`src/rtl/bram_capture_pkg.sv`:
```
// Shared types and helpers for the BRAM capture controller: FSM encoding,
// address-width helper and the legal RAM read latencies.
package bram_capture_pkg;

   typedef enum logic [1:0] {
      IDLE    = 2'd0,
      CAPTURE = 2'd1,
      DONE    = 2'd2,
      ARMED   = 2'd3
   } cap_state_e;

   // RAM output modes: LOW_LATENCY returns data one cycle after addressing,
   // HIGH_PERFORMANCE adds the output register (regcea) for a second cycle.
   localparam int RD_LAT_LOW_LAT   = 1;
   localparam int RD_LAT_HIGH_PERF = 2;

   function automatic int clogb2(input int depth);
      int d;
      int n;
      d = depth;
      for (n = 0; d > 0; n++)
         d = d >> 1;
      return n;
   endfunction

endpackage

```
`src/rtl/bram_rd_valid_pipe.sv`:
```
// Read-valid shift register tracking RAM reads in flight; also produces the
// RAM output-register enable when the RAM runs with READ_LATENCY=2.
module bram_rd_valid_pipe
   import bram_capture_pkg::*;
#(
   parameter int READ_LATENCY = RD_LAT_HIGH_PERF
) (
   input  logic clk,
   input  logic rst,
   input  logic rd_fire,
   output logic rd_valid,
   output logic regcea
);

   // Stage 0 is the cycle the read sits on the RAM pins.
   logic [READ_LATENCY:0] vld_pipe;

   always_ff @(posedge clk or posedge rst) begin
      if (rst)
         vld_pipe <= '0;
      else
         vld_pipe <= {vld_pipe[READ_LATENCY-1:0], rd_fire};
   end

   assign rd_valid = vld_pipe[READ_LATENCY];

   generate
      if (READ_LATENCY == RD_LAT_HIGH_PERF) begin : g_hp
         assign regcea = vld_pipe[1];
      end else begin : g_ll
         assign regcea = 1'b0;
      end
   endgenerate

endmodule

```
`src/rtl/bram_capture_ctrl.sv`:
```
// Capture-then-readback controller driving a single-port no-change BRAM.
// Optional CAPTURE_TRIGGER_EN adds i_trigger and an ARMED state before capture.
module bram_capture_ctrl
   import bram_capture_pkg::*;
#(
   parameter int RAM_WIDTH    = 18,
   parameter int RAM_DEPTH    = 1024,
   parameter int ADDR_W       = clogb2(RAM_DEPTH-1),
   parameter int READ_LATENCY = RD_LAT_HIGH_PERF
) (
   input  logic                 clk,
   input  logic                 rst,
   input  logic                 i_run,
`ifdef CAPTURE_TRIGGER_EN
   input  logic                 i_trigger,
`endif
   input  logic                 i_sample_valid,
   input  logic [RAM_WIDTH-1:0] i_sample,
   input  logic                 i_rd_req,
   input  logic [ADDR_W-1:0]    i_rd_addr,
   output logic [RAM_WIDTH-1:0] o_rd_data,
   output logic                 o_rd_valid,
   output logic                 o_busy,
   output logic                 o_full,
   output logic                 o_ram_ena,
   output logic                 o_ram_wea,
   output logic                 o_ram_regcea,
   output logic                 o_ram_rsta,
   output logic [ADDR_W-1:0]    o_ram_addr,
   output logic [RAM_WIDTH-1:0] o_ram_din,
   input  logic [RAM_WIDTH-1:0] i_ram_dout
);

   localparam logic [ADDR_W-1:0] LAST_ADDR = ADDR_W'(RAM_DEPTH-1);

`ifdef CAPTURE_TRIGGER_EN
   localparam cap_state_e RUN_STATE = ARMED;
`else
   localparam cap_state_e RUN_STATE = CAPTURE;
`endif

   cap_state_e           state, state_nxt;
   logic [ADDR_W-1:0]    wr_ptr, wr_ptr_nxt;
   logic                 ena_nxt, wea_nxt, rd_fire;
   logic [ADDR_W-1:0]    addr_nxt;
   logic [RAM_WIDTH-1:0] din_nxt;

   always_comb begin
      state_nxt  = state;
      wr_ptr_nxt = wr_ptr;
      ena_nxt    = 1'b0;
      wea_nxt    = 1'b0;
      addr_nxt   = o_ram_addr;
      din_nxt    = o_ram_din;
      rd_fire    = 1'b0;
      case (state)
         IDLE: begin
            if (i_run) begin
               state_nxt  = RUN_STATE;
               wr_ptr_nxt = '0;
            end
         end
`ifdef CAPTURE_TRIGGER_EN
         ARMED: begin
            // The triggering sample itself is the first one stored.
            if (i_trigger && i_sample_valid) begin
               ena_nxt    = 1'b1;
               wea_nxt    = 1'b1;
               addr_nxt   = wr_ptr;
               din_nxt    = i_sample;
               wr_ptr_nxt = wr_ptr + ADDR_W'(1);
               state_nxt  = (wr_ptr == LAST_ADDR) ? DONE : CAPTURE;
            end
         end
`endif
         CAPTURE: begin
            if (i_sample_valid) begin
               ena_nxt    = 1'b1;
               wea_nxt    = 1'b1;
               addr_nxt   = wr_ptr;
               din_nxt    = i_sample;
               wr_ptr_nxt = wr_ptr + ADDR_W'(1);
               if (wr_ptr == LAST_ADDR)
                  state_nxt = DONE;
            end
         end
         DONE: begin
            // A restart takes priority; a read issued alongside it is dropped.
            if (i_run) begin
               state_nxt  = RUN_STATE;
               wr_ptr_nxt = '0;
            end else if (i_rd_req) begin
               ena_nxt  = 1'b1;
               addr_nxt = i_rd_addr;
               rd_fire  = 1'b1;
            end
         end
         default: state_nxt = IDLE;
      endcase
   end

   always_ff @(posedge clk or posedge rst) begin
      if (rst) begin
         state      <= IDLE;
         wr_ptr     <= '0;
         o_ram_ena  <= 1'b0;
         o_ram_wea  <= 1'b0;
         o_ram_rsta <= 1'b1;
         o_ram_addr <= '0;
         o_ram_din  <= '0;
         o_busy     <= 1'b0;
         o_full     <= 1'b0;
      end else begin
         state      <= state_nxt;
         wr_ptr     <= wr_ptr_nxt;
         o_ram_ena  <= ena_nxt;
         o_ram_wea  <= wea_nxt;
         o_ram_rsta <= (state_nxt == IDLE);
         o_ram_addr <= addr_nxt;
         o_ram_din  <= din_nxt;
         o_busy     <= (state_nxt == CAPTURE) || (state_nxt == ARMED);
         o_full     <= (state_nxt == DONE);
      end
   end

   // Reads in flight keep draining after a restart; only reset discards them.
   bram_rd_valid_pipe #(
      .READ_LATENCY (READ_LATENCY)
   ) u_rd_pipe (
      .clk      (clk),
      .rst      (rst),
      .rd_fire  (rd_fire),
      .rd_valid (o_rd_valid),
      .regcea   (o_ram_regcea)
   );

   assign o_rd_data = i_ram_dout;

endmodule

```
`config.mk`:
```
export PLATFORM = sky130hd
export DESIGN_NAME = bram_capture_ctrl
export DESIGN_NICKNAME = d
export VERILOG_FILES = /design/src/rtl/bram_capture_pkg.sv /design/src/rtl/bram_rd_valid_pipe.sv /design/src/rtl/bram_capture_ctrl.sv
export SDC_FILE = /design/constraint.sdc
export NUM_CORES = 1
export LEC_CHECK = 0
export ABC_AREA = 1
export BUFFER_PORTS_ARGS = -buffer_cell sky130_fd_sc_hd__buf_2
export CAP_MARGIN = 5
export CORE_ASPECT_RATIO = 1.25
export CORE_MARGIN = 4
export CORE_UTILIZATION = 41
export CTS_CLUSTER_SIZE = 20
export DETAILED_ROUTE_END_ITERATION = 8
export PLACE_DENSITY = 0.71
export SYNTH_ARGS = -nofsm -noshare
export SYNTH_HDL_FRONTEND = slang
export SYNTH_SLANG_ARGS = --single-unit
```
`constraint.sdc`:
```
create_clock -name clk -period 3.8 [get_ports clk]
set_input_delay 0.19 -clock clk [delete_from_list [all_inputs] [get_ports clk]]
set_output_delay 0.19 -clock clk [all_outputs]
set_load 0.03 [all_outputs]
```
# Word-level counts from Yosys, hierarchy flattened
# Index checks and enable logic that the tools add are counted.
word_totals:
  wordCells: 47
  out_inout_bits: 53
  regBits: 48
op_classes:
  muxes: 17
  eq_ne: 10
  n_reduce_logical: 9
  add_sub_neg: 1
ops:
  columns: ["operator", "count"]
  rows:
  - ["$mux 10", 5]
  - ["$pmux 10 s2", 2]
  - ["$add 10x1->10 const B", 1]
  - ["$eq 10x10->1 const B", 1]
  - ["$eq 2x2->1 const B", 3]
  - ["$mux 2", 3]
  - ["$ne 2x2->1 const B", 3]
  - ["$mux 1", 5]
  - ["$eq 2x1->1 const B", 2]
  - ["$logic_not 2->1", 2]
  - ["$pmux 2 s2", 1]
  - ["$reduce_and 4->1", 1]
  - ["$reduce_bool 2->1", 2]
  - ["$reduce_and 3->1", 1]
  - ["$ne 2x1->1 const B", 1]
  - ["$pmux 1 s2", 1]
  - ["$reduce_and 2->1", 1]
  - ["$reduce_or 2->1", 1]
  - ["$logic_or 1x1->1", 1]

# Logic depth before layout (Yosys ltp)
# Gate-level depths: netlist of run 1.
depth:
  ltp_word: 6
  depth_mapped: 9
  depth_no_buf: 9

# By module
# Synthesis of run 1 repeated with hierarchy kept, for this count alone.
hier_totals:
  cells_unflattened: 281
  hier_area_um2: 2289.7
by_module_without_submodules:
  columns: ["module", "n_inst", "cells_per_inst", "seq_area_each_um2", "area_per_inst_um2"]
  rows:
  - ["bram_capture_ctrl", 1, 277, 1127.3, 2210.9]
  - ["bram_rd_valid_pipe", 1, 4, 75.1, 78.8]

# Worst setup path before layout of run 1
# Ideal clock, no wire load.
synth_timing:
  kind: "register to register"
  from: "reg state[0]"
  to: "reg wr_ptr[3]"
  stages_incl_launch_ff: 8
  arrival_ns: 1.393
  required_time_ns: 3.677
  period_less_slack_ns: 1.516
  path_slack_ns: 2.284
  cell_sequence: "dfrtp_1 inv_1 ha_1 nor2_2 nand2_1 or2_0 o21ai_0 a21oi_1"
synth_via:
  elab_chain_cells: 4
synth_lines:
  columns: ["item", "line_no", "source"]
  rows:
  - ["start: declaration", "bram_capture_ctrl.sv:42", "cap_state_e state, state_nxt;"]
  - ["start signal: assignment", "bram_capture_ctrl.sv:114", "state <= state_nxt;"]
  - ["$eq 2x2->1 or $logic_not 2->1 (tied branches)", "bram_capture_ctrl.sv:56", "case (state)"]
  - ["$reduce_or 2->1 (no source line)", null, null]
  - ["$ne 2x1->1 (no source line) or $reduce_bool 2->1 (tied branches)", null, null]
  - ["$reduce_and 3->1 (no source line)", null, null]
  - ["end signal: assignment", "bram_capture_ctrl.sv:115", "wr_ptr <= wr_ptr_nxt;"]
  - ["end: declaration", "bram_capture_ctrl.sv:43", "logic [ADDR_W-1:0] wr_ptr, wr_ptr_nxt;"]
# Parallel ways exist; a longest one is shown, timed or not.
# A chain may end at the register's enable or synchronous reset.

# Worst setup path in the final report of run 1
layout_timing:
  from: "reg state[1]"
  to: "reg wr_ptr[0]"
# The elaborated chain is that of the path after synthesis.

==> results.sh, run 1 <==
export IMPL_tns_ps=0
export IMPL_dp_hpwl_um=3604
export IMPL_drtPass1Iterations=4
export IMPL_clk_pin_slew_ps=90
export IMPL_cp_data_required_time_ps=3970
export IMPL_final_period_utilization_pct=71.66
export IMPL_yosysSeqAreaShare_pct=51.69
export IMPL_comb_power_share_pct=45.7
export IMPL_cp_start_kind="register"
export IMPL_leakagePower_uw=0.001483
export IMPL_root_buffer="clkbuf_8"
export IMPL_clock_power_share_pct=14.9
export IMPL_maxCapViolCount=0
export IMPL_routed_wl_um=4816
export IMPL_setup_viol=0
export IMPL_cpMaxStageDelayCell="inv_1"
export IMPL_yosysUniqueCellTypes=24
export IMPL_ys_warn_count=0
export IMPL_drtAntennaViolNets=0
export IMPL_place_gp_congestion=0.8275
export IMPL_yosysTopAreaCellShare_pct=50.56
export IMPL_yosys_top_cells_area="dfrtp_1 51%, nand2_1 16%, buf_4 6.8%"
export IMPL_rsz0062_at_grt="false"
export IMPL_grt_overflow_total=0
export IMPL_initial_utilization_pct=42.44
export IMPL_antenna_found_initial=0
export IMPL_grt_pass1_wl_um=7886
export IMPL_min_path_cells=3
export IMPL_die_width_um=75.37
export IMPL_hold_path_startpoint="i_sample[13]"
export IMPL_nFillCells=552
export IMPL_switching_share_pct=46.15
export IMPL_critical_path_class="reg -> reg"
export IMPL_synth_nets=336
export IMPL_status="completed"
export IMPL_drive_gt1_share_pct=27.52
export IMPL_p_switching_uw=922.9
export IMPL_synth_cell_area_sq_mm=0.002326
export IMPL_period_needed_ps=2723
export IMPL_clk_latency_ps=300
export IMPL_p_per_area_mw_per_mm2=757.1
export IMPL_grt_pass1_vias=1751
export IMPL_synthToLayoutAreaGrowth_pct=13.56
export IMPL_reg2reg_setup_slack_ps=1080
export IMPL_synth_cells=280
export IMPL_r2r_start="state[1]$_DFF_PP0_"
export IMPL_routedWlPerCell_um=12.32
export IMPL_multiInputGateArea_sq_um=844.6
export IMPL_cts_inserted_buffers=5
export IMPL_post_cts_setup_buffer_count=0
export IMPL_drc_errors=0
export IMPL_syn_area_per_cell_sq_um=8.307
export IMPL_skew_ps=8.085
export IMPL_diodes=0
export IMPL_crit_family="simple AND/OR/NAND/NOR gates"
export IMPL_cts_tree="built"
export IMPL_clkSinkCount=48
export IMPL_worst_pin_slew_ps=983.8
export IMPL_h_tree_depth=2
export IMPL_regArea_sq_mm=0.001202
export IMPL_dpl_worst_slack_ps=1118
export IMPL_fmax_mhz=367.2
export IMPL_crit_fanout=21
export IMPL_viasPerCell=4.801
export IMPL_internal_power_uw=1077
export IMPL_worstHoldPathType="in -> reg"
export IMPL_die_h_um=92.21
export IMPL_peakVddDrop_v=0.0003706
export IMPL_r2r_end="wr_ptr[0]$_DFFE_PP0P_"
export IMPL_grt_max_degree=49
export IMPL_cpPeakStageDelay_ps=640
export IMPL_die_area_sq_mm=0.006950
export IMPL_ys_seq_elements=48
export IMPL_setup_slack_ps=1077
export IMPL_io_buffers=67
export IMPL_hold_viol=0
export IMPL_path_cells="inv_1 > ha_1 > nand2_1 > inv_1 > nand2_1 > nand2_2 > inv_1 > nand2_1 > o21ai_0"
export IMPL_cp_arrival_ps=2900
export IMPL_max_slew_margin_pct=34.32
export IMPL_sequentialPowerShare_pct=39.4
export IMPL_hold_buffers=0
export IMPL_cts_repair_resized=0
export IMPL_core_sq_mm=0.005480
export IMPL_io_pins=104
export IMPL_placement_rows=30
export IMPL_rr_worst_depth=9
export IMPL_slew_viol_final=0
export IMPL_cp_end_kind="register"
export IMPL_track_usage_pct=14.57
export IMPL_drt_iter0_drc=148
export IMPL_nets=382
export IMPL_critPathBufInv=3
export IMPL_vias=1877
export IMPL_synth_largest_area_cell="dfrtp_1"
export IMPL_min_to="o_ram_din[13]$_DFFE_PP0P_"
export IMPL_clock_path_buffers=2
stage by stage:
step | cell area [sq um] | cells | hold slack [ps] | util (%) | power, uW
2_1_floorplan | 2326 | 280 | 279.2 | - | 1506
3_3_place_gp | 2556 | 383 | 333.1 | 46.64 | 1703
3_5_place_dp | 2556 | 383 | 337.9 | 46.64 | 1725
4_1_cts | 2641 | 391 | 70.17 | 48.20 | 2020
5_1_grt | 2641 | 391 | 78.27 | 48.20 | 2145
6_report | 2641 | 391 | 68.76 | 48.20 | 2000
power by group through the flow:
| stage | registers (uW) | logic (uW) | clock network [uW] |
|---|---|---|---|
| 2_1_floorplan | 1110 | 392 | 0 |
| 3_3_place_gp | 798 | 905 | 0 |
| 3_5_place_dp | 801 | 924 | 0 |
| 4_1_cts | 791 | 926 | 303 |
| 5_1_grt | 813 | 1000 | 329 |
| 6_report | 787 | 915 | 298 |
synth_stat cells (all sizes together):
cell type and count:
dfstp 1, inv 25, buf 23, xor2 1, nand2 99, or2 2
nand3 10, nor2 21, nor3 1, clkbuf 5, a21oi 15, o21ai 17
ha 5, o21a 2, dfrtp 47, nand4 6
worst max path at each step:
stage                        from               endpoint  cells after the start
2_1_floorplan  state[0]$_DFF_PP0_  wr_ptr[3]$_DFFE_PP0P_                      7
3_3_place_gp   state[1]$_DFF_PP0_  wr_ptr[0]$_DFFE_PP0P_                      9
3_5_place_dp   state[1]$_DFF_PP0_  wr_ptr[0]$_DFFE_PP0P_                      9
4_1_cts        state[1]$_DFF_PP0_  wr_ptr[0]$_DFFE_PP0P_                      9
5_1_grt        state[1]$_DFF_PP0_  wr_ptr[0]$_DFFE_PP0P_                      9
6_report       state[1]$_DFF_PP0_  wr_ptr[0]$_DFFE_PP0P_                      9
tightest hold or removal path: cells and delay by family:
family | cells | cell delay, ps
buf+inv | 1 | 70
simple gates | 2 | 80
state kept, by name, summed over array words and instances (netlist names), 2 cells and up:
| signal | count |
|---|---|
| o_ram_din | 18 |
| o_ram_addr | 10 |
| u_rd_pipe.vld_pipe | 3 |
| wr_ptr | 10 |
| state | 2 |
cell families after synthesis:
group	synth area share, %
xor gates and xnor gates	0.3766
DFF	51.69
buffers and inverters	12.00
adders and majority gates	2.690
AOI/OAI and AO/OA	9.144
and+or+nand+nor	24.10
per-layer routing:
metal  part of all wire (%)  routed length, um  global-route usage [%]
met1                     42               2004                   17.29
met2                     50               2432                   24.64
met3                    6.2                299                   3.399
met4                    1.7                 80                   5.831
met5                      0                  0                       0
area by class of cell:
class | count | area share, %
clock buffer | 6 | 2.748
clock inverter | 2 | 0.4737
inverter | 25 | 3.553
multi-input combinational | 179 | 31.98
sequential | 48 | 45.52
tap | 64 | 3.032
timing repair buffer | 67 | 12.70
cells in the final DEF, fill, tap and decap left out, types with 2 or more instances in the layout:
cell	count
dfrtp_1	47
o21a_1	2
nand4_1	6
nor2_1	20
nand3_1	10
a21oi_1	5
nand2_1	98
inv_1	23
a21oi_2	10
clkbuf_8	5
buf_2	67
o21ai_0	15
ha_1	5
o21ai_1	2
inv_2	2
No activity file was read; power rests on OpenSTA's default activity.
==> inputs of run 2 (changes only) <==
- PLACE_DENSITY: 0.71 -> 0.74
- clock period: 3.8 -> 2.4 ns (I/O delays scaled with it)
==> run 2 against run 1 <==
  * Worst setup slack got worse by 520 ps
  * Die area did not move
  * Hold slack got worse by 58 ps
  * Via count is 0.75% lower
  * Sequential power increased by 59%
  * Utilization rose by 1.1 points
  * Wire length about the same
==> results.sh, run 2 (same netlist as run 1, synthesis figures left out) <==
export IMPL_reg2reg_setup_slack_ps=560
export IMPL_final_area_sq_mm=0.002701
export IMPL_grt_pass1_wl_um=8328
export IMPL_drt_iter0_drc=115
export IMPL_viasPerCell=4.693
export IMPL_initial_utilization_pct=42.44
export IMPL_tns_ps=0
export IMPL_h_tree_depth=2
export IMPL_diodes=0
export IMPL_core_sq_mm=0.005480
export IMPL_routed_wl_um=4817
export IMPL_largest_register="o_ram_din"
export IMPL_dpl_instance_area_sq_mm=0.002586
export IMPL_drtAntennaViolNets=0
export IMPL_dp_hpwl_um=3668
export IMPL_final_common_cell="nand2_1"
export IMPL_cts_tree="built"
export IMPL_place_gp_congestion=0.8465
export IMPL_fmax_mhz=543.0
export IMPL_reg_top3="o_ram_din (18), o_ram_addr (10), wr_ptr (10)"
export IMPL_maxCapViolCount=0
export IMPL_io_pins=104
export IMPL_cts_inserted_buffers=5
export IMPL_status="completed"
export IMPL_max_slew_margin_pct=72.43
export IMPL_leakagePower_uw=0.001518
export IMPL_slew_viol_final=0
export IMPL_die_width_um=75.37
export IMPL_cp_end_kind="register"
export IMPL_io_buffers=67
export IMPL_grt_overflow_total=0
export IMPL_skew_ps=6.202
export IMPL_rsz0062_at_grt="false"
export IMPL_final_period_utilization_pct=76.73
export IMPL_synthToLayoutAreaGrowth_pct=16.14
export IMPL_cp_start_kind="register"
export IMPL_worstHoldPathType="in -> reg"
export IMPL_grt_max_degree=34
export IMPL_worst_pin_slew_ps=413.5
export IMPL_clk_latency_ps=300
export IMPL_die_h_um=92.21
export IMPL_vias=1863
export IMPL_routedWlPerCell_um=12.13
export IMPL_critical_path_class="reg -> reg"
export IMPL_dpl_worst_slack_ps=600.7
export IMPL_cp_arrival_ps=2010
export IMPL_post_cts_setup_buffer_count=0
export IMPL_clkSinkCount=48
export IMPL_track_usage_pct=15.29
export IMPL_drtPass1Iterations=4
export IMPL_die_area_sq_mm=0.006950
export IMPL_clk_pin_slew_ps=80
export IMPL_drc_errors=0
export IMPL_antenna_found_initial=0
export IMPL_hold_viol=0
export IMPL_cp_data_required_time_ps=2570
export IMPL_placement_rows=30
export IMPL_p_per_area_mw_per_mm2=1186
export IMPL_nets=388
export IMPL_final_cell_mix="98 x nand2_1, 67 x buf_2, 47 x dfrtp_1"
export IMPL_root_buffer="clkbuf_8"
export IMPL_clock_path_buffers=2
export IMPL_setup_viol=0
export IMPL_grt_pass1_vias=1845
export IMPL_largest_reg_flops=18
export IMPL_peakVddDrop_v=0.0005480
export IMPL_drive_gt1_share_pct=28.23
export IMPL_setup_slack_ps=558.5
export IMPL_period_needed_ps=1842
export IMPL_crit_fanout=22
## run 2: cell count changes in the layout (fill, tap and decap cells not counted)
cell / change
clkbuf_8: +1
dlygate4sd3_1: +2
buf_4: +4
clkinv_2: -1
clkinvlp_4: -1
clkinv_4: +1
## run 2: layout make-up
type	instances	area [sq um]
Timing Repair Buffer	73	385.4
Clock buffer	7	86.33
Inverter	25	93.84
Multi-Input combinational cell	179	844.6
Tap cell	64	80.08
Fill cell	542	2779
Clock inverter	1	8.758
Sequential cell	48	1202
## run 2: timing repair
item,4_1_cts,5_1_grt
endpoints found under the setup margin,0,0
endpoints found under the hold margin,15,1
hold buffers,1,1
resized for setup,0,0
## run 2: worst paths after layout
| check | start | end | depth (start not counted) |
|---|---|---|---|
| worst max-delay path | state[0]$_DFF_PP0_ | wr_ptr[0]$_DFFE_PP0P_ | 9 |
| worst min-delay path | i_sample[5] | o_ram_din[5]$_DFFE_PP0P_ | 3 |
| worst max register to register | state[0]$_DFF_PP0_ | wr_ptr[0]$_DFFE_PP0P_ | 9 |
| worst min register to register | u_rd_pipe.vld_pipe[0]$_DFF_PP0_ | u_rd_pipe.vld_pipe[1]$_DFF_PP0_ | 0 |
| max in group asynchronous | rst | o_ram_rsta$_DFF_PP1_ | 4 |
| min in group asynchronous | rst | u_rd_pipe.vld_pipe[2]$_DFF_PP0_ | 3 |
## run 2: critical path, cell delays in order, from the launching register on
cell and delay (ps):
dfrtp_1 400, inv_1 100, ha_1 230, inv_2 160, nand2_1 150, nand3_1 170
nand2_2 250, inv_1 110, nand2_1 70, o21ai_0 80
## run 2: stage by stage
stage / cells / util, % / hold slack, ps / power (uW)
CTS: 396 / 49.11 / 0.9492 / 3242
global route: 397 / 49.29 / 3.203 / 3429
global placement: 387 / 47.19 / 102.8 / 2711
floorplan: 280 / - / 209.2 / 2384
finish: 397 / 49.29 / 10.84 / 3203
detailed placement: 387 / 47.19 / 104.7 / 2739
## run 2: power by group
part | total (uW) | internal [uW] | leakage [uW] | switching [uW]
Combinational | 1460 | 426 | 0.000860 | 1040
Sequential | 1250 | 1090 | 0.000610 | 153
Clock | 495 | 236 | 0.0000484 | 258
## run 2: per-layer routing
metal | global-route usage (%) | vias to the layer above | wire (um)
met5 | 0 | - | 0
li1 | - | 955 | -
met4 | 6.268 | 0 | 91
met1 | 18.88 | 868 | 2040
met3 | 3.509 | 11 | 223
met2 | 25.07 | 29 | 2462
